### src/rtl/keypad_debounce_encoder.sv
// keypad_debounce_encoder
// Clocked keypad front end with four stages:
//   1. a two-flop synchroniser on the raw key lines,
//   2. a highest-index-wins priority encoder,
//   3. a press/release debounce FSM,
//   4. registered outputs: the accepted code, a level valid, and a one-cycle
//      strobe for each accepted press.
// A second key added while one is held is locked out; it never rolls over.
module keypad_debounce_encoder #(
  parameter int unsigned NUM_KEYS        = 10,
  parameter int unsigned CODE_W          = 4,
  parameter int unsigned DEBOUNCE_CYCLES = 4
) (
  input  logic                clk,
  input  logic                reset,
  input  logic                enable_n,
  input  logic [NUM_KEYS-1:0] keypad,
  output logic [CODE_W-1:0]   code_out,
  output logic                data_valid,
  output logic                key_pulse
);

  // One spare bit so the counter can never wrap before the FSM leaves the state.
  localparam int unsigned CNT_W = $clog2(DEBOUNCE_CYCLES) + 1;
  localparam logic [CNT_W-1:0] CNT_ONE  = CNT_W'(1);
  localparam logic [CNT_W-1:0] CNT_LAST = CNT_W'(DEBOUNCE_CYCLES - 1);

  typedef enum logic [1:0] {
    IDLE,
    DEBOUNCE,
    PRESSED,
    RELEASE
  } state_t;

  // Reject parameter sets the encoder or counter cannot represent.
  if (NUM_KEYS < 2) begin : g_bad_keys
    $error("keypad_debounce_encoder: NUM_KEYS must be >= 2");
  end
  if (CODE_W < $clog2(NUM_KEYS)) begin : g_bad_code_w
    $error("keypad_debounce_encoder: CODE_W too narrow for NUM_KEYS");
  end
  if (DEBOUNCE_CYCLES < 2) begin : g_bad_debounce
    $error("keypad_debounce_encoder: DEBOUNCE_CYCLES must be >= 2");
  end

  logic [NUM_KEYS-1:0] sync1;
  logic [NUM_KEYS-1:0] sync2;
  logic [CODE_W-1:0]   enc;
  logic                any;
  state_t              state;
  logic [CODE_W-1:0]   cand;
  logic [CNT_W-1:0]    cnt;

  // Two-flop synchroniser. It keeps running while disabled, so a re-enable
  // starts from an already-settled view of the keypad.
  always_ff @(posedge clk or posedge reset) begin
    if (reset) begin
      sync1 <= '0;
      sync2 <= '0;
    end else begin
      sync1 <= keypad;
      sync2 <= sync1;
    end
  end

  // Priority encoder: the highest set index wins, zero-extended to CODE_W.
  always_comb begin
    enc = '0;
    any = |sync2;
    for (int i = 0; i < NUM_KEYS; i++) begin
      if (sync2[i]) begin
        enc = CODE_W'(i);
      end
    end
  end

  // Debounce FSM with registered outputs.
  // Disable takes synchronous priority over every transition.
  always_ff @(posedge clk or posedge reset) begin
    if (reset) begin
      state      <= IDLE;
      cand       <= '0;
      cnt        <= '0;
      code_out   <= '0;
      data_valid <= 1'b0;
      key_pulse  <= 1'b0;
    end else begin
      key_pulse <= 1'b0;
      if (enable_n) begin
        state      <= IDLE;
        cand       <= '0;
        cnt        <= '0;
        code_out   <= '0;
        data_valid <= 1'b0;
      end else begin
        case (state)
          IDLE: begin
            if (any) begin
              cand  <= enc;
              cnt   <= CNT_ONE;
              state <= DEBOUNCE;
            end
          end
          DEBOUNCE: begin
            if (!any) begin
              cnt   <= '0;
              state <= IDLE;
            end else if (enc != cand) begin
              // A different key restarts the count with the new candidate.
              cand <= enc;
              cnt  <= CNT_ONE;
            end else if (cnt == CNT_LAST) begin
              state      <= PRESSED;
              code_out   <= cand;
              data_valid <= 1'b1;
              key_pulse  <= 1'b1;
            end else begin
              cnt <= cnt + CNT_ONE;
            end
          end
          PRESSED: begin
            // Extra or different keys are ignored until a full release.
            if (!any) begin
              cnt   <= CNT_ONE;
              state <= RELEASE;
            end
          end
          RELEASE: begin
            if (any) begin
              // Release bounce: treat it as the same press, with no new pulse.
              state <= PRESSED;
            end else if (cnt == CNT_LAST) begin
              cnt        <= '0;
              data_valid <= 1'b0;
              state      <= IDLE;
            end else begin
              cnt <= cnt + CNT_ONE;
            end
          end
          default: begin
            state <= IDLE;
          end
        endcase
      end
    end
  end

endmodule

### config.mk
export PLATFORM = sky130hd
export DESIGN_NAME = keypad_debounce_encoder
export DESIGN_NICKNAME = d
export VERILOG_FILES = /design/src/rtl/keypad_debounce_encoder.sv
export SDC_FILE = /design/constraint.sdc
export NUM_CORES = 1
export LEC_CHECK = 0
export ABC_AREA = 1
export CAP_MARGIN = 0
export CORE_UTILIZATION = 35
export DETAILED_ROUTE_END_ITERATION = 12
export PLACE_DENSITY = 0.61
export SLEW_MARGIN = 5
export SYNTH_ARGS = -nofsm -noshare
export SYNTH_HDL_FRONTEND = slang
export SYNTH_SLANG_ARGS = --single-unit
export TNS_END_PERCENT = 5
### constraint.sdc
create_clock -name clk -period 3.4 [get_ports clk]
set_input_delay 0.51 -clock clk [delete_from_list [all_inputs] [get_ports clk]]
set_output_delay 0.51 -clock clk [all_outputs]
set_load 0.02 [all_outputs]
Word-level counts from Yosys, hierarchy flattened:

Index checks and enable logic that the tools add are counted.

* register bits after elaboration: 35
* input bits: 13
* word-level logic and storage cells: 88

* $add $sub $neg: 1
* equality and inequality tests: 18
* muxes and demuxes: 49
* reductions and logical operators: 12

Operators by type and width (number)
* 2-to-1 mux 4 bit: 17
* 2-to-1 mux 3 bit: 8
* != test 3 bit, second input constant: 8
* 2-to-1 mux 2 bit: 8
* 2-to-1 mux 1 bit: 12
* != test 4 bit, second input constant: 3
* one-hot mux 3 bit (4 select lines): 1
* AND reduction 4 bit: 3
* OR reduction 10 bit: 1
* one-hot mux 2 bit (4 select lines): 1
* one-hot mux 4 bit (2 select lines): 1
* AND reduction 6 bit: 1
* nonzero test 2 bit: 3
* nonzero test 3 bit: 2
* != test 5 bit, second input constant: 1
* AND reduction 5 bit: 1
* equality test 2 bit, second input constant: 2
* != test 4 bit: 1
* adder 3 x 1 -> 3 bit, second input constant: 1
* equality test 3 x 2 -> 1 bit, second input constant: 1
* equality test 2 x 1 -> 1 bit, second input constant: 1
* logical NOT 2 bit: 1
* != test 2 bit, second input constant: 1
* one-hot mux 1 bit (2 select lines): 1

Longest topological paths before layout:

* word-level depth: 14
* depth in mapped cells: 16

Least setup slack after synthesis:

OpenSTA, ideal clock, no wires.

* path kind: register to register
* start point: register sync2[9]
* end point: register code_out[0]
* setup time: 0.118 ns
* arrival time: 1.440 ns
* data required time: 3.282 ns
* slack: 1.841 ns
* cell stages (with the launch flop): 9
* clock period less this slack: 1.559 ns
* cell sequence: dfrtp_1 nor2_4 xor2_1 nand3_1 a21oi_2 nand3_2 or2_4 nand3_1 nand2_1

* word-level cells in the longest chain between the ends: 4

RTL lines
* start, declared: line 47 `logic [NUM_KEYS-1:0] sync2;`
* start signal, assigned: line 62 `sync2 <= sync1;`
* 2-to-1 mux 4 bit: line 71 `if (sync2[i]) begin`
* != test 4 bit: line 108 `end else if (enc != cand) begin`
* != test 2 bit (no source line)
* AND reduction 4 bit (no source line) (*)
* end signal, assigned: line 114 `code_out <= cand;`
* end, declared: line 18 `output logic [CODE_W-1:0] code_out,`

Mark *: on every way between the ends. The rest lies on a longest branch, timed or not.
A chain may end at the register's enable or synchronous reset.

Worst setup path in the final report:

* start point: input port enable_n
* end point: register cnt[2]

* word-level cells in the longest chain between the ends: 2

RTL lines
* start, declared: line 16 `input logic enable_n,`
* != test 5 bit (no source line) / != test 3 bit (equally long branches)
* AND reduction 4 bit (no source line)
* end signal, assigned: line 118 `cnt <= cnt + CNT_ONE;`
* end signal, assigned: line 137 `cnt <= cnt + CNT_ONE;`
* end, declared: line 52 `logic [CNT_W-1:0] cnt;`

Parallel ways exist; a longest one is shown, timed or not.

==> metrics.yaml <==
worst_setup_path:
  crit_type: "input pin to flip-flop"
  cp_slowest_cell: "clkdlybuf4s50_1"
  crit_family: "buffers and inverters"
  critPathMaxStageDelay_ns: 0.71
  crit_chain: "clkdlybuf4s50_1, clkinv_1, nand3_1, nor2_1, nor2_1, nand2_2, nor2_1, nand2_1, nand2_1"
  crit_path_end_kind: "flip-flop"
  crit_top_cell: "nor2_1"
  cp.required_ns: 3.62
  start_kind: "input pin"
  path_max_fanout: 11
  worstPathArrival_ns: 2.31
  timing.critical_path.buf_inv: 2
clock_tree:
  cts_buffers: 5
  cts_sinks: 35
  ctsResizeCount: 0
  post_cts_buffers: 0
  cts_tree: "yes"
  cts_hold_buf: 0
  cts_max_path_buffers: 2
  clock_latency_ns: 0.28
  htreeDepth: 2
  clk_pin_slew_ns: 0.06
  root_buffer: "clkbuf_8"
placement:
  placed_area_sq_mm: 0.00181
  placement.io_buffers: 18
  hpwl_um: 1890
  gp_congestion: 0.836
cells_and_area:
  drive_above_1_share_pct: 7.73
  diodes: 0
  mostFrequentLayoutCells: "nand2_1, dfrtp_1, nand3_1, inv_1, clkdlybuf4s50_1"
  fillerInstances: 425
  multi_input_area_sq_um: 601
  stdcell_area_sq_mm: 0.00189
  nets: 222
  final_common_cell: "nand2_1"
  synthToLayoutAreaGrowth_pct: 20.0
  seqCellArea_sq_um: 876
grt:
  grt_pass1_wl_um: 4580
  antenna_found_initial: 0
  grt_pass1_vias: 1037
  overflow: 0
  grtUsageTotal_pct: 12.7
  grt_max_degree: 36
job:
  drv_cap: 0
route:
  drt-vias-per-instance: 4.53
  route.detailed.drc: 0
  drt_iter0_drc: 61
  via_count: 1173
  postRouteAntennaNets: 0
  wl_per_cell_um: 9.92
  dr.pass1.iters: 4
  wl_um: 2570
floorplanning:
  dieWidth_um: 69.1
  die-area_sq_mm: 0.00478
  rows: 24
  pin_count: 19
  start_util_pct: 36.2
  die_h_um: 69.1
  coreArea_sq_mm: 0.00435
power_and_ir_drop:
  p_leak_nw: 0.985
  p_per_area_mw_per_mm2: 514
  irDropWorstVdd_v: 0.000223
sta:
  slew_viol_final: 0
  finalSetupViolations: 0
  worstMarginPinSlew_ns: 0.414
  final.min_clock_period_ns: 2.09
  setup_tns_ns: 0
  slew_headroom_pct: 72.4
  fin_crit_sh_pct: 61.4
  hold_violations: 0
  max_freq_mhz: 479
  rsz0062_at_grt: "false"
  fin_skew_ns: 0.00423
logic_synthesis:
  avgSynthCellArea_sq_um: 8.62
  yosys_warnings: 0
  syn-instance-count: 183
  synth_fp_nets: 199
  ys_seq_area_share_pct: 55.5
  ys_seq_elements: 35
  synthDistinctLibCells: 24
  syn_area_sq_mm: 0.00158
outcome:
  status: "complete, no violations"
worst_hold_path:
  hold_class: "flip-flop to flip-flop"
==> state kept, by name, summed over array words and instances (netlist names) <==
signal      flops
cand            4
sync2          10
data_valid      1
cnt             3
sync1          10
state           2
code_out        4
key_pulse       1
==> synthesized netlist by cell type, drive strengths merged <==
| cell type | instances | share of area [%] |
|---|---|---|
| nand2 | 62 | 15 |
| dfrtp | 35 | 56 |
| nand3 | 23 | 7.6 |
| inv | 21 | 5.0 |
| nor2 | 18 | 4.8 |
| a21oi | 4 | 1.5 |
| ha | 3 | 2.4 |
| nand3b | 3 | 2.2 |
| nand4 | 3 | 1.2 |
| and2 | 2 | 0.87 |
| buf | 2 | 0.95 |
| a211oi | 1 | 0.48 |
| and3 | 1 | 0.40 |
| clkbuf | 1 | 0.24 |
| clkinv | 1 | 0.24 |
| o21ai | 1 | 0.32 |
| or2 | 1 | 0.56 |
| xor2 | 1 | 0.56 |
==> cells by family (layout without fill, tap and decap cells) <==
| kind of cell | count (synthesis) | after routing | share of synthesized area, % |
|---|---|---|---|
| DFF | 35 | 35 | 55.5 |
| adders and majority gates | 3 | 3 | 2.38 |
| buffers and inverters | 25 | 49 | 6.42 |
| AOI/OAI and AO/OA | 6 | 6 | 2.30 |
| xor gates and xnor gates | 1 | 1 | 0.555 |
| and+or+nand+nor | 113 | 113 | 32.8 |
==> cell type report <==
type                            instances  area share, %
Multi-Input combinational cell        123           31.7
Tap cell                               52           3.44
Inverter                               22           4.36
Sequential cell                        35           46.3
Clock buffer                            7           4.03
Timing Repair Buffer                   19           9.91
Clock inverter                          1          0.264
==> power breakdown <==
part,internal [W],switching [W],total (W),leakage (nW)
registers,0.000453,0.0000433,0.000497,0.435
clock network,0.000143,0.000134,0.000277,0.0422
logic,0.0000758,0.000124,0.000200,0.508
total,0.000672,0.000301,0.000974,0.985
==> stage by stage <==
| stage | total power [W] | worst slack (ns) | util [%] | cells | hold WS (ns) |
|---|---|---|---|---|---|
| 6_report | 0.000974 | 1.31 | 43.5 | 259 | 0.345 |
| 4_1_cts | 0.000984 | 1.32 | 43.5 | 259 | 0.350 |
| 3_5_place_dp | 0.000704 | 1.03 | 41.6 | 251 | 0.335 |
| 3_3_place_gp | 0.000705 | 1.10 | 41.6 | 251 | 0.333 |
| 2_1_floorplan | 0.000661 | 1.84 | - | 183 | 0.331 |
| 5_1_grt | 0.00104 | 1.07 | 43.5 | 259 | 0.357 |
==> per-layer routing <==
layer / wire, um / GRT usage (%) / vias to the layer above
li1: - / - / 617
met1: 1230 / 16.1 / 517
met2: 1140 / 17.9 / 31
met3: 118 / 3.95 / 8
met4: 85 / 9.52 / 0
met5: 0 / 0 / -
==> path summary, 6_finish.rpt <==
kind                       slack (ns)  cells after the start      from  endpoint
setup / recovery                 1.31                      9  enable_n    cnt[2]
hold / removal                   0.34                      0  sync1[1]  sync2[1]
setup reg to reg                 1.63                     11  sync2[9]    cnt[2]
hold reg to reg                  0.34                      0  sync1[1]  sync2[1]
max in group asynchronous        2.48                      3     reset    cnt[0]
min in group asynchronous        0.62                      3     reset  state[0]
Note: power is estimated with default switching activity, not from simulation.
